===== config.mk =====
export PLATFORM = sky130hd
export DESIGN_NAME = spi_boot_master_flat
export DESIGN_NICKNAME = d
export VERILOG_FILES = /design/src/rtl/spi_boot_master_if.sv /design/src/rtl/spi_boot_master.sv /design/src/flat_wrapper.sv
export SDC_FILE = /design/constraint.sdc
export NUM_CORES = 1
export LEC_CHECK = 0
export CAP_MARGIN = 20
export CORE_MARGIN = 8
export CORE_UTILIZATION = 59
export DETAILED_ROUTE_END_ITERATION = 8
export GPL_TIMING_DRIVEN = 0
export PLACE_DENSITY = 0.85
export SLEW_MARGIN = 20
export SYNTH_ARGS = -nofsm -noshare
export SYNTH_HDL_FRONTEND = slang
export SYNTH_SLANG_ARGS = --single-unit

===== constraint.sdc =====
create_clock -name clk -period 5.6 [get_ports clk]
set_clock_uncertainty 0.05 [all_clocks]
set_input_delay 1.12 -clock clk [delete_from_list [all_inputs] [get_ports clk]]
set_output_delay 1.12 -clock clk [all_outputs]
set_load 0.005 [all_outputs]

===== src/rtl/spi_boot_master_if.sv =====
// Request/response and SPI pin bundle for spi_boot_master.
// master: the SPI initiator itself; slave: the requester plus the SPI target pins.
interface spi_boot_master_if;
    logic        req_valid_i;
    logic        req_ready_o;
    logic        req_we_i;
    logic [31:0] req_addr_i;
    logic [31:0] req_wdata_i;
    logic        rsp_valid_o;
    logic [31:0] rsp_rdata_o;
    logic        spi_sck_o;
    logic        spi_csn_o;
    logic        spi_sdo_o;
    logic        spi_sdi_i;

    modport master (
        input  req_valid_i, req_we_i, req_addr_i, req_wdata_i, spi_sdi_i,
        output req_ready_o, rsp_valid_o, rsp_rdata_o, spi_sck_o, spi_csn_o, spi_sdo_o
    );

    modport slave (
        output req_valid_i, req_we_i, req_addr_i, req_wdata_i, spi_sdi_i,
        input  req_ready_o, rsp_valid_o, rsp_rdata_o, spi_sck_o, spi_csn_o, spi_sdo_o
    );
endinterface


===== src/rtl/spi_boot_master.sv =====
// SPI mode-0 initiator for the PULPino SPI-slave boot port: one 32-bit write (0x02)
// or read (0x0B + dummy cycles) per chip-select frame.
module spi_boot_master #(
    parameter int CLK_DIV      = 4,
    parameter int DUMMY_CYCLES = 32
) (
    input  logic               clk,
    input  logic               rst_n,
    spi_boot_master_if.master  bus
);
    localparam logic [2:0] S_IDLE  = 3'd0;
    localparam logic [2:0] S_SETUP = 3'd1;
    localparam logic [2:0] S_SHIFT = 3'd2;
    localparam logic [2:0] S_HOLD  = 3'd3;
    localparam logic [2:0] S_GAP   = 3'd4;

    localparam int            CW      = $clog2(2 * CLK_DIV + 1);
    localparam logic [CW-1:0] ONE     = CW'(1);
    localparam logic [CW-1:0] HALF    = CW'(CLK_DIV - 1);
    // The accept cycle in IDLE is the last CS-high cycle, so GAP itself is one shorter.
    localparam logic [CW-1:0] GAP_LEN = CW'(2 * CLK_DIV - 2);
    // Nine bits: a read with 255 dummy cycles needs 327 SCK periods.
    localparam logic [8:0]    N_WR    = 9'd72;
    localparam logic [8:0]    N_RD    = 9'(72 + DUMMY_CYCLES);

    logic [2:0]    state;
    logic [CW-1:0] cnt;
    logic [8:0]    bit_cnt;
    logic [71:0]   tx;
    logic [31:0]   rx;
    logic          we;
    logic          rise;

    assign bus.req_ready_o = (state == S_IDLE);

    // SCK rises at the end of SETUP and at the end of every low phase that has periods left.
    assign rise = (cnt == '0) &&
                  ((state == S_SETUP) ||
                   (state == S_SHIFT && !bus.spi_sck_o && bit_cnt != '0));

    always_ff @(posedge clk or negedge rst_n) begin
        if (!rst_n) begin
            state           <= S_IDLE;
            cnt             <= '0;
            bit_cnt         <= '0;
            tx              <= '0;
            rx              <= '0;
            we              <= 1'b0;
            bus.rsp_valid_o <= 1'b0;
            bus.rsp_rdata_o <= '0;
            bus.spi_sck_o   <= 1'b0;
            bus.spi_csn_o   <= 1'b1;
            bus.spi_sdo_o   <= 1'b0;
        end else begin
            bus.rsp_valid_o <= 1'b0;
            if (rise) begin
                state         <= S_SHIFT;
                cnt           <= HALF;
                bus.spi_sck_o <= 1'b1;
                bit_cnt       <= bit_cnt - 9'd1;
                if (bit_cnt <= 9'd32)
                    rx <= {rx[30:0], bus.spi_sdi_i};
            end else begin
                case (state)
                    S_IDLE: begin
                        if (bus.req_valid_i) begin
                            we            <= bus.req_we_i;
                            tx            <= {bus.req_we_i ? 8'h02 : 8'h0B, bus.req_addr_i,
                                              bus.req_we_i ? bus.req_wdata_i : 32'h0};
                            bit_cnt       <= bus.req_we_i ? N_WR : N_RD;
                            rx            <= '0;
                            cnt           <= HALF;
                            bus.spi_csn_o <= 1'b0;
                            // Both opcodes have a zero MSB.
                            bus.spi_sdo_o <= 1'b0;
                            state         <= S_SETUP;
                        end
                    end
                    S_SETUP: cnt <= cnt - ONE;
                    S_SHIFT: begin
                        if (cnt != '0) begin
                            cnt <= cnt - ONE;
                        end else if (bus.spi_sck_o) begin
                            bus.spi_sck_o <= 1'b0;
                            cnt           <= HALF;
                            tx            <= {tx[70:0], 1'b0};
                            bus.spi_sdo_o <= tx[70];
                        end else begin
                            state <= S_HOLD;
                            cnt   <= HALF;
                        end
                    end
                    S_HOLD: begin
                        if (cnt != '0) begin
                            cnt <= cnt - ONE;
                        end else begin
                            bus.spi_csn_o   <= 1'b1;
                            bus.rsp_valid_o <= 1'b1;
                            bus.rsp_rdata_o <= we ? 32'h0 : rx;
                            cnt             <= GAP_LEN;
                            state           <= S_GAP;
                        end
                    end
                    S_GAP: begin
                        if (cnt != '0) cnt <= cnt - ONE;
                        else           state <= S_IDLE;
                    end
                    default: state <= S_IDLE;
                endcase
            end
        end
    end
endmodule


===== src/flat_wrapper.sv =====
// flat-port wrapper written by rule: the top's interface ports become plain ports
module spi_boot_master_flat 
#(
    parameter int CLK_DIV      = 4,
    parameter int DUMMY_CYCLES = 32
)
  (clk, rst_n, bus_req_valid_i, bus_req_we_i, bus_req_addr_i, bus_req_wdata_i, bus_spi_sdi_i, bus_req_ready_o, bus_rsp_valid_o, bus_rsp_rdata_o, bus_spi_sck_o, bus_spi_csn_o, bus_spi_sdo_o);
  spi_boot_master_if bus_i ();
  input  logic clk;
  input  logic rst_n;
  input wire logic [$bits(bus_i.req_valid_i)-1:0] bus_req_valid_i;
  input wire logic [$bits(bus_i.req_we_i)-1:0] bus_req_we_i;
  input wire logic [$bits(bus_i.req_addr_i)-1:0] bus_req_addr_i;
  input wire logic [$bits(bus_i.req_wdata_i)-1:0] bus_req_wdata_i;
  input wire logic [$bits(bus_i.spi_sdi_i)-1:0] bus_spi_sdi_i;
  output wire logic [$bits(bus_i.req_ready_o)-1:0] bus_req_ready_o;
  output wire logic [$bits(bus_i.rsp_valid_o)-1:0] bus_rsp_valid_o;
  output wire logic [$bits(bus_i.rsp_rdata_o)-1:0] bus_rsp_rdata_o;
  output wire logic [$bits(bus_i.spi_sck_o)-1:0] bus_spi_sck_o;
  output wire logic [$bits(bus_i.spi_csn_o)-1:0] bus_spi_csn_o;
  output wire logic [$bits(bus_i.spi_sdo_o)-1:0] bus_spi_sdo_o;
  assign bus_i.req_valid_i = bus_req_valid_i;
  assign bus_i.req_we_i = bus_req_we_i;
  assign bus_i.req_addr_i = bus_req_addr_i;
  assign bus_i.req_wdata_i = bus_req_wdata_i;
  assign bus_i.spi_sdi_i = bus_spi_sdi_i;
  assign bus_req_ready_o = bus_i.req_ready_o;
  assign bus_rsp_valid_o = bus_i.rsp_valid_o;
  assign bus_rsp_rdata_o = bus_i.rsp_rdata_o;
  assign bus_spi_sck_o = bus_i.spi_sck_o;
  assign bus_spi_csn_o = bus_i.spi_csn_o;
  assign bus_spi_sdo_o = bus_i.spi_sdo_o;
  spi_boot_master #(.CLK_DIV(CLK_DIV), .DUMMY_CYCLES(DUMMY_CYCLES)) u_core (.clk(clk), .rst_n(rst_n), .bus(bus_i));
endmodule

==> implementation parameters, run 1 <==
Parameter                              Value

Route
  Detailed-route via count    6006
  Count of antenna-violating nets left after detailed routing    0
  Via/cell ratio    5.634
  Initial detailed-routing violation count    roughly 400
  Pre-antenna DRT Iters    9
  Routed wire length    18190 µm
  Post-route DRC violation count    0
  Mean routed wirelength per cell    between 15 and 20 µm

Clock tree
  Post-CTS Resized    0
  Number of buffers between clock root and the deepest sink    2
  Deepest level of the CTS H-tree    4
  Clock tree from TritonCTS    yes
  Setup repair bufs after CTS    0
  Clock Latency Late Sink    ~0.42 ns
  TritonCTS buffer count    17
  Clock-pin transition on the worst setup and hold timing paths    0.06 ns
  Clock sinks    approximately 160
  CTS Root Cell    clkbuf_16
  Cts-stage hold buffer count    0

Worst setup path
  Launching element of the worst setup path    u_core.state[1]
  WS Path Type    flip-flop to output pin
  Largest fanout of any net on the critical path    9
  End of the critical path    bus_req_ready_o
  R2r startpoint    u_core.cnt[0]
  Signal arrival time at the worst endpoint    2.21 ns
  R2R Setup Slk    around 2.9 ns
  Worst endpoint required time    approximately 4.4 ns
  Startpoint Class    flip-flop
  Cells on worst reg2reg path    7
  Endpoint of the worst-slack reg-to-reg timing path    u_core.tx[56]
  Nature of the critical path endpoint    output pin

Finish
  FF/Latch Area    between 0.003 and 0.004 mm²
  Layout Cells excl Fill    between 1000 and 1500
  Leading cell type in the layout, fill and taps excluded    nand2_1
  Layout cells sized above 1    between 10% and 20%
  Commonest non-fill, non-tap cells in the layout    241 x nand2_1, 155 x dfrtp_1, 103 x clkdlybuf4s50_1
  Fill cell count    866
  Final standard cell utilization of the core    about three quarters
  Design area    0.009487 mm²
  Post-layout nets    between 900 and 1000
  Area delta synth->final    24.81%
  Footprint of the multi-input gates    approximately 0.0034 mm²
  Number of diodes added for antenna fixing    0

Synthesis
  Number of instances in the synthesized netlist    757
  Avg Cell Area, Syn    10.04 µm²
  Ys Warns    0
  Simple logic cell fraction of the synthesized area    20.10%
  Share of the yosys chip area belonging to registers    between 50% and 60%
  Number of flip-flops and latches in the synthesized netlist    156
  Top FF cell, synth    dfrtp_1
  Arithmetic-cell share of the synthesized area counting full adders, half adders and majority gates    less than 1%
  Fraction of synthesized area in multiplexers    between 10% and 20%
  Library cells used by synthesis    slightly below 50
  Area share of xor/xnor cells in the synthesized design    less than 1%
  Mapped Area    0.007601 mm²
  Ys async rst share    100.0%
  Number of flops mapped to enable cells by yosys    0
  Syn nets    about 830
  Largest family of logic cells by synthesized area    simple AND/OR/NAND/NOR gates
  Compound-gate portion of the synthesized area    between 10% and 20%

Pwr
  Static leakage    4.268 nW
  Peak ir drop on the vdd network    roughly 0.00018 V
  Power Density    about 420 mW/mm²

Job
  Total of max-cap violations    0

STA
  Final setup violation count    0
  Period utilization    approximately three fifths
  Min cycle time layout    ~3.4 ns
  Setup repair after global routing missed its margin    no
  Pins Over Slew Limit    0
  Total Negative Setup Slacks    0 ns
  Highest attainable clock frequency    just under 0.3 GHz
  Max_slew headroom    between 20% and 30%
  Actual transition at the worst max-transition pin    between 1 and 1.5 ns
  Final Hold Viols    0

Place
  Final weighted congestion in routability-driven placement    0.8695
  Inst Count DP    slightly above 1000
  Area after DPL    about 0.0089 mm²
  HPWL after detailed placement    between 10000 and 15000 µm
  # port buffers    104

GRT
  Grt ovf    0
  Pin count of the biggest net entering global routing    81
  Total global-route track usage    between 20% and 30%
  Via count of the first global-routing pass    6231
  Initial antenna violation count    0
  Wire length of the first global-routing pass    roughly 30000 µm

Floorplan
  Std-Cell Core Area    approximately 0.013 mm²
  Die boundary width    129.5 µm
  Initial core utilization    roughly three fifths
  Die Span Y    approximately 130 µm
  Die footprint    0.01677 mm²
  Number of top-level pins    ~110
  Row Count    41

Min path
  Classification of the worst-slack hold path    flip-flop to flip-flop

Run status
  Run status    completed
critical path, stage by stage, from the launching register on:
cell and delay, ns:
dfrtp_1 0.36, buf_4 0.16, nor3_1 0.62, clkdlybuf4s50_1 0.64
metrics by stage:
| step | hold slack (ns) | setup slack, ns | power, mW |
|---|---|---|---|
| finish | 0.4317 | 2.218 | 3.975 |
| global route | 0.4503 | 2.214 | 4.192 |
| CTS | 0.4364 | 2.266 | 3.981 |
| detailed placement | 0.4231 | 2.145 | 2.815 |
| global placement | 0.4148 | -2.650 | 2.725 |
| floorplan | 0.4188 | 3.170 | 2.452 |
where the power goes:
group	internal (mW)	switching, mW	total (mW)
logic	0.566	0.642	1.21
registers	1.42	0.197	1.61
clock network	0.702	0.450	1.15
total	2.68	1.29	3.97
worst min path at each step:
stage                               start                         end  slack [ns]  cells after the start
4_1_cts        u_core.bus.rsp_rdata_o[23]  u_core.bus.rsp_rdata_o[23]        0.44                      2
3_3_place_gp   u_core.bus.rsp_rdata_o[22]  u_core.bus.rsp_rdata_o[22]        0.41                      2
3_5_place_dp   u_core.bus.rsp_rdata_o[23]  u_core.bus.rsp_rdata_o[23]        0.42                      2
5_1_grt        u_core.bus.rsp_rdata_o[23]  u_core.bus.rsp_rdata_o[23]        0.45                      2
6_report       u_core.bus.rsp_rdata_o[23]  u_core.bus.rsp_rdata_o[23]        0.43                      2
2_1_floorplan           u_core.bit_cnt[8]           u_core.bit_cnt[8]        0.42                      1
layer usage:
layer | GRT usage [%] | wire length [µm]
met2 | 38.76 | 9173
met3 | 5.464 | 1065
met4 | 9.631 | 400
met5 | 0 | 0
met1 | 26.64 | 7554
sequential cells by signal, summed over array words and instances, names as in the netlist:
register,cells
u_core.tx,71
u_core.bus.rsp_rdata_o,32
u_core.rx,32
u_core.bit_cnt,9
u_core.cnt,4
u_core.state,3
u_core.bus.rsp_valid_o,1
u_core.bus.spi_csn_o,1
u_core.bus.spi_sck_o,1
u_core.bus.spi_sdo_o,1
u_core.we,1
synth_stat cells, types with 6 or more instances:
cell type,number,area [µm²]
inv_1,10,37.54
o211ai_1,6,45.04
nand2_1,241,904.6
o2bb2ai_2,30,450.4
o21ai_0,44,220.2
dfrtp_1,155,3879
clkbuf_1,35,131.4
nor2_1,11,41.29
nand2b_1,35,219.0
nand3_1,33,165.2
mux2i_1,12,120.1
mux2_2,69,777.0
nor3_1,7,35.03
buf_2,8,40.04
cells by family (layout without fill, tap and decap cells):
family / count (synthesis) / in the layout
mux: 81 / 81
simple gates: 348 / 348
buf+inv: 64 / 201
fa+ha+maj: 4 / 4
compound gates: 103 / 103
xor+xnor: 1 / 1
flops: 156 / 156
cell type report:
class                      count  area share [%]
multi-input combinational    537           35.93
sequential                   156           41.16
timing repair buffer         105           11.32
tap                          172           2.269
clock inverter                10           1.187
buffer                        54           2.638
clock buffer                  22           5.104
inverter                      10          0.3957
Note: power is estimated with default switching activity, not from simulation.
==> run 2: changes to the inputs <==
--- a/config.mk
+++ b/config.mk
@@ -7,10 +7,10 @@
 export LEC_CHECK = 0
 export CAP_MARGIN = 20
 export CORE_MARGIN = 8
-export CORE_UTILIZATION = 59
+export CORE_UTILIZATION = 55
 export DETAILED_ROUTE_END_ITERATION = 8
 export GPL_TIMING_DRIVEN = 0
-export PLACE_DENSITY = 0.85
+export PLACE_DENSITY = 0.8
 export SLEW_MARGIN = 20
 export SYNTH_ARGS = -nofsm -noshare
 export SYNTH_HDL_FRONTEND = slang
==> constraint.sdc (replaced) <==
create_clock -name clk -period 3.15 [get_ports clk]
set_clock_uncertainty 0.05 [all_clocks]
set_input_delay 0.63 -clock clk [delete_from_list [all_inputs] [get_ports clk]]
set_output_delay 0.63 -clock clk [all_outputs]
set_load 0.005 [all_outputs]
==> implementation parameters, run 2 (synthesis gave the netlist of run 1 again) <==
Parameter                              Value

STA
  Actual transition at the worst max-transition pin    0.8625 ns (was 1.053 ns)
  Min cycle time layout    around 2.8 ns
  Final setup violation count    0 (unchanged)
  Max_slew headroom    42.38% (was 29.63%)
  Hold_ws    0.09121 ns (was 0.4317 ns)
  Period utilization    approximately 90%
  Setup repair after global routing missed its margin    no (unchanged)
  Final Hold Viols    0 (unchanged)
  Pins Over Slew Limit    0 (unchanged)
  Highest attainable clock frequency    0.3543 GHz

Worst setup path
  Delay of the slowest cell on the worst path    0.63 ns (was 0.64 ns)
  Number of stages on the worst setup path    3 (unchanged)
  Startpoint Class    flip-flop (unchanged)
  Buffers & Inverters on Critical Path    2 (unchanged)
  Cell family contributing the most delay on the critical path    buffers and inverters (unchanged)
  Cells along the critical path    buf_4 -> nor3_1 -> clkdlybuf4s50_1 (unchanged)
  Signal arrival time at the worst endpoint    2.14 ns (was 2.21 ns)
  Largest fanout of any net on the critical path    9 (unchanged)
  Cell with the largest stage delay on the worst path    clkdlybuf4s50_1 (unchanged)
  Worst endpoint required time    2.47 ns (was 4.43 ns)
  WS Path Type    flip-flop to output pin (unchanged)
  R2R Setup Slk    0.40 ns (was 2.89 ns)
  Nature of the critical path endpoint    output pin (unchanged)
  Cells on worst reg2reg path    7 (unchanged)

Pwr
  Static leakage    4.269 nW (was 4.268 nW)
  Power Density    737.1 mW/mm² (was 419.0 mW/mm²)
  Peak ir drop on the vdd network    0.0003831 V (was 0.0001777 V)

Clock tree
  Post-CTS Resized    0 (unchanged)
  Setup repair bufs after CTS    0 (unchanged)
  Number of buffers between clock root and the deepest sink    2 (unchanged)
  Deepest level of the CTS H-tree    4 (unchanged)
  Clock sinks    156 (unchanged)
  TritonCTS buffer count    17 (unchanged)
  Clock Latency Late Sink    0.42 ns (about the same)
  Clock tree from TritonCTS    yes (unchanged)
  CTS Root Cell    clkbuf_16 (unchanged)
  Cts-stage hold buffer count    0 (unchanged)
  Clock-pin transition on the worst setup and hold timing paths    0.05 ns (was 0.06 ns)

Finish
  Final standard cell utilization of the core    69.40% (was 75.17%)
  Commonest non-fill, non-tap cells in the layout    241 x nand2_1, 155 x dfrtp_1, 103 x clkdlybuf4s50_1 (unchanged)
  Layout Cells excl Fill    1072 (was 1066)
  Fill cell count    1049 (was 866)
  Register bank with the most flops    u_core.tx (unchanged)
  Number of flip-flops in the largest register    71 (unchanged)
  Area delta synth->final    24.77% (was 24.81%)
  FF/Latch Area    0.003905 mm² (unchanged)
  Post-layout nets    953 (unchanged)
  Largest registers    u_core.tx x71, u_core.bus.rsp_rdata_o x32, u_core.rx x32 (unchanged)
  Leading cell type in the layout, fill and taps excluded    nand2_1 (unchanged)
  Footprint of the multi-input gates    0.003408 mm² (unchanged)
  Number of diodes added for antenna fixing    0 (unchanged)
  Layout cells sized above 1    17.49% (was 17.67%)

Floorplan
  Die footprint    0.01784 mm² (was 0.01677 mm²)
  Std-Cell Core Area    0.01367 mm² (was 0.01262 mm²)
  Row Count    43 (was 41)
  Initial core utilization    55.62% (was 60.23%)
  Die boundary width    133.6 µm (was 129.5 µm)
  Number of top-level pins    106 (unchanged)
  Die Span Y    133.6 µm (was 129.5 µm)

Route
  Count of antenna-violating nets left after detailed routing    0 (unchanged)
  Post-route DRC violation count    0 (unchanged)
  Via/cell ratio    5.390 (was 5.634)
  Initial detailed-routing violation count    396 (was 401)
  Detailed-route via count    5778 (was 6006)
  Pre-antenna DRT Iters    5 (was 9)
  Routed wire length    17060 µm (was 18190 µm)
  Mean routed wirelength per cell    15.91 µm (was 17.07 µm)

Place
  HPWL after detailed placement    11780 µm (was 12530 µm)
  # port buffers    104 (unchanged)
  Final weighted congestion in routability-driven placement    0.8343 (was 0.8695)
  Inst Count DP    1042 (was 1034)

GRT
  Pin count of the biggest net entering global routing    96 (was 81)
  Grt ovf    0 (unchanged)
  Initial antenna violation count    0 (unchanged)
  Wire length of the first global-routing pass    28990 µm (was 30240 µm)
  Via count of the first global-routing pass    5898 (was 6231)
  Total global-route track usage    19.85% (was 22.61%)

Job
  Total of max-cap violations    0 (unchanged)

Run status
  Run status    completed (unchanged)

Min path
  Classification of the worst-slack hold path    primary input to async pin (was flip-flop to flip-flop)
==> run 2: layer usage <==
layer  up-vias  track usage [%]  wire length (µm)  share of wire [%]
met2       124            32.78              8365                 49
li1       2809                -                 -                  -
met4         0            6.425               176                1.0
met5         -                0                 0                  0
met3        13            4.782               779                4.6
met1      2832            25.13              7734                 45
==> run 2: final timing paths <==
check	endpoint	from
hold reg to reg	u_core.bus.rsp_rdata_o[23]	u_core.bus.rsp_rdata_o[23]
hold / removal	u_core.tx[3]	rst_n
setup / recovery	bus_req_ready_o	u_core.state[1]
max in group asynchronous	u_core.rx[0]	rst_n
setup reg to reg	u_core.tx[67]	u_core.cnt[0]
min in group clk	u_core.bus.rsp_rdata_o[23]	u_core.bus.rsp_rdata_o[23]
==> run 2: cell type report <==
type | count | share of cell area [%]
Clock buffer | 19 | 4.670
Clock inverter | 11 | 1.491
Multi-Input combinational cell | 537 | 35.94
Tap cell | 180 | 2.375
Buffer | 54 | 2.639
Inverter | 10 | 0.3958
Timing Repair Buffer | 105 | 11.32
Sequential cell | 156 | 41.17
==> run 2: power breakdown <==
part / leakage [nW] / internal, mW / switching, mW
Combinational: 1.95 / 1.00 / 1.11
Sequential: 2.03 / 2.52 / 0.321
Clock: 0.293 / 1.26 / 0.781
==> run 2: worst reg2reg max path, cell delays in order (launching register included) <==
cell and delay, ns:
dfrtp_1 0.45, inv_1 0.09, ha_1 0.20, nor3b_1 0.38
a31oi_1 0.16, nor3_2 0.55, buf_2 0.39, mux2_2 0.38
==> run 2: metrics by stage <==
step / setup TNS [ns] / setup WS (ns) / power (mW) / instance area, µm²
floorplan: 0 / 0.9865 / 4.360 / 7601
global placement: -756.92 / -4.875 / 4.892 / 8867
detailed placement: 0 / 0.1050 / 4.980 / 8900
CTS: 0 / 0.3155 / 7.047 / 9484
global route: 0 / 0.1560 / 7.438 / 9484
finish: 0 / 0.3274 / 6.991 / 9484
==> run 3: changes to the inputs <==
--- a/config.mk
+++ b/config.mk
@@ -6,7 +6,7 @@
 export NUM_CORES = 1
 export LEC_CHECK = 0
 export CAP_MARGIN = 20
-export CORE_MARGIN = 8
+export CORE_MARGIN = 2
 export CORE_UTILIZATION = 55
 export DETAILED_ROUTE_END_ITERATION = 8
 export GPL_TIMING_DRIVEN = 0
==> implementation parameters, run 3 (synthesis gave the netlist of run 1 again) <==
Parameter                              Value

Pwr
  Clock power frac    30.1% (was 29.2%)
  Net switching power    2.275 mW (was 2.210 mW)
  Combinational Power Share    29.8% (was 30.2%)
  Static leakage    4.275 nW (was 4.269 nW)
  Power Density    749.0 mW/mm² (was 737.1 mW/mm²)
  Peak ir drop on the vdd network    0.0004845 V (was 0.0003831 V)
  Relative contribution of sequential cells to total power    40.1% (was 40.6%)
  Fraction of power spent switching nets    31.87% (was 31.62%)
  Cell internal power dissipation    4.863 mW (was 4.781 mW)

Finish
  Post-layout nets    953 (unchanged)
  Largest registers    u_core.tx x71, u_core.bus.rsp_rdata_o x32, u_core.rx x32 (unchanged)
  Layout cells sized above 1    17.79% (was 17.49%)
  Commonest non-fill, non-tap cells in the layout    241 x nand2_1, 155 x dfrtp_1, 103 x clkdlybuf4s50_1 (unchanged)
  Number of diodes added for antenna fixing    0 (unchanged)
  Area delta synth->final    25.38% (was 24.77%)
  Number of flip-flops in the largest register    71 (unchanged)
  Leading cell type in the layout, fill and taps excluded    nand2_1 (unchanged)
  Register bank with the most flops    u_core.tx (unchanged)
  Design area    0.009530 mm² (was 0.009484 mm²)

Place
  Final weighted congestion in routability-driven placement    0.9082 (was 0.8343)
  HPWL after detailed placement    11600 µm (was 11780 µm)
  Area after DPL    0.008895 mm² (was 0.008900 mm²)
  Worst slack at placement    0.1381 ns (was 0.1050 ns)
  # port buffers    104 (unchanged)

Clock tree
  Clock-pin transition on the worst setup and hold timing paths    0.06 ns (was 0.05 ns)
  CTS Root Cell    clkbuf_16 (unchanged)
  Clock sinks    156 (unchanged)
  Setup repair bufs after CTS    0 (unchanged)
  Cts-stage hold buffer count    0 (unchanged)
  Clock Latency Late Sink    0.43 ns (was 0.42 ns)
  TritonCTS buffer count    17 (unchanged)
  Clock tree from TritonCTS    yes (unchanged)
  Deepest level of the CTS H-tree    4 (unchanged)
  Post-CTS Resized    0 (unchanged)
  Number of buffers between clock root and the deepest sink    2 (unchanged)

Route
  Via/cell ratio    5.387 (was 5.390)
  Initial detailed-routing violation count    362 (was 396)
  Routed wire length    17090 µm (was 17060 µm)
  Pre-antenna DRT Iters    5 (unchanged)
  Mean routed wirelength per cell    15.97 µm (was 15.91 µm)
  Detailed-route via count    5764 (was 5778)
  Count of antenna-violating nets left after detailed routing    0 (unchanged)
  Post-route DRC violation count    0 (unchanged)

Worst setup path
  WS Path Type    flip-flop to output pin (unchanged)
  Startpoint Class    flip-flop (unchanged)
  Nature of the critical path endpoint    output pin (unchanged)
  Largest fanout of any net on the critical path    9 (unchanged)
  Worst endpoint required time    2.47 ns (about the same)
  Buffers & Inverters on Critical Path    2 (unchanged)
  Delay of the slowest cell on the worst path    0.63 ns (about the same)
  Cell with the largest stage delay on the worst path    clkdlybuf4s50_1 (unchanged)
  Cells along the critical path    buf_4 -> nor3_1 -> clkdlybuf4s50_1 (unchanged)
  Signal arrival time at the worst endpoint    2.11 ns (was 2.14 ns)
  Cell family contributing the most delay on the critical path    buffers and inverters (unchanged)

Floorplan
  Std-Cell Core Area    0.01335 mm² (was 0.01367 mm²)
  Die footprint    0.01478 mm² (was 0.01784 mm²)
  Die boundary width    121.6 µm (was 133.6 µm)
  Die Span Y    121.6 µm (was 133.6 µm)
  Initial core utilization    56.95% (was 55.62%)
  Row Count    42 (was 43)
  Number of top-level pins    106 (unchanged)

STA
  Highest attainable clock frequency    0.3583 GHz (was 0.3543 GHz)
  Total Negative Setup Slacks    0 ns (unchanged)
  Final setup violation count    0 (unchanged)
  Setup repair after global routing missed its margin    no (unchanged)
  Pins Over Slew Limit    0 (unchanged)
  Final Hold Viols    0 (unchanged)
  Period utilization    88.59% (was 89.61%)
  Actual transition at the worst max-transition pin    1.105 ns (was 0.8625 ns)
  Min cycle time layout    2.791 ns (was 2.823 ns)
  Final setup margin    0.3593 ns (was 0.3274 ns)
  Max_slew headroom    26.15% (was 42.38%)

Job
  Total of max-cap violations    0 (unchanged)

Min path
  Classification of the worst-slack hold path    primary input to async pin (unchanged)

GRT
  Initial antenna violation count    0 (unchanged)
  Grt ovf    0 (unchanged)
  Pin count of the biggest net entering global routing    107 (was 96)
  Via count of the first global-routing pass    5839 (was 5898)
  Total global-route track usage    24.48% (was 19.85%)
  Wire length of the first global-routing pass    28360 µm (was 28990 µm)

Run status
  Run status    completed (unchanged)
run 3: path summary, 6_finish.rpt:
check                                           startpoint                    endpoint  slack [ns]  cells after the start
max in group asynchronous                            rst_n               u_core.tx[41]        2.17                      2
worst max register to register               u_core.cnt[0]               u_core.tx[64]        0.45                      7
worst max-delay path                       u_core.state[1]             bus_req_ready_o        0.36                      3
min in group clk                u_core.bus.rsp_rdata_o[19]  u_core.bus.rsp_rdata_o[19]        0.44                      2
worst min-delay path                                 rst_n                u_core.tx[2]        0.06                      1
worst min register to register  u_core.bus.rsp_rdata_o[19]  u_core.bus.rsp_rdata_o[19]        0.44                      2
run 3: area by class of cell:
cell class,instances,area [µm²]
repair buffers,105,1074
clock inverters,11,155.1
inverters,10,37.54
multi-input cells,537,3408
clock buffers,21,480.5
well taps,176,220.2
flip-flops and latches,156,3905
plain buffers,54,250.2
fillers,971,3817
run 3: power groups by stage:
stage | Sequential, mW | Combinational [mW] | Clock (mW)
detailed placement | 2.88 | 2.12 | 0
global route | 2.92 | 2.37 | 2.27
CTS | 2.85 | 2.14 | 2.18
global placement | 2.84 | 2.01 | 0
floorplan | 2.78 | 1.58 | 0
finish | 2.86 | 2.13 | 2.15
run 3: routing by layer:
layer  vias to the layer above  part of all wire [%]  wire length, µm  GRT usage, %
met4                         0                   1.5              250         9.267
met2                       121                    51             8747         42.06
met5                         -                     0                0             0
met3                        23                   3.8              655         4.728
li1                       2805                     -                -             -
met1                      2815                    43             7432         30.88
run 3: per-stage QoR:
step | hold slack (ns) | power (mW) | std cells | util [%]
floorplan | 0.2844 | 4.360 | 757 | -
global placement | 0.4177 | 4.854 | 1037 | 66.39
detailed placement | 0.4230 | 4.997 | 1038 | 66.64
CTS | 0.05986 | 7.169 | 1070 | 71.40
global route | 0.07895 | 7.562 | 1070 | 71.40
finish | 0.05959 | 7.138 | 1070 | 71.40
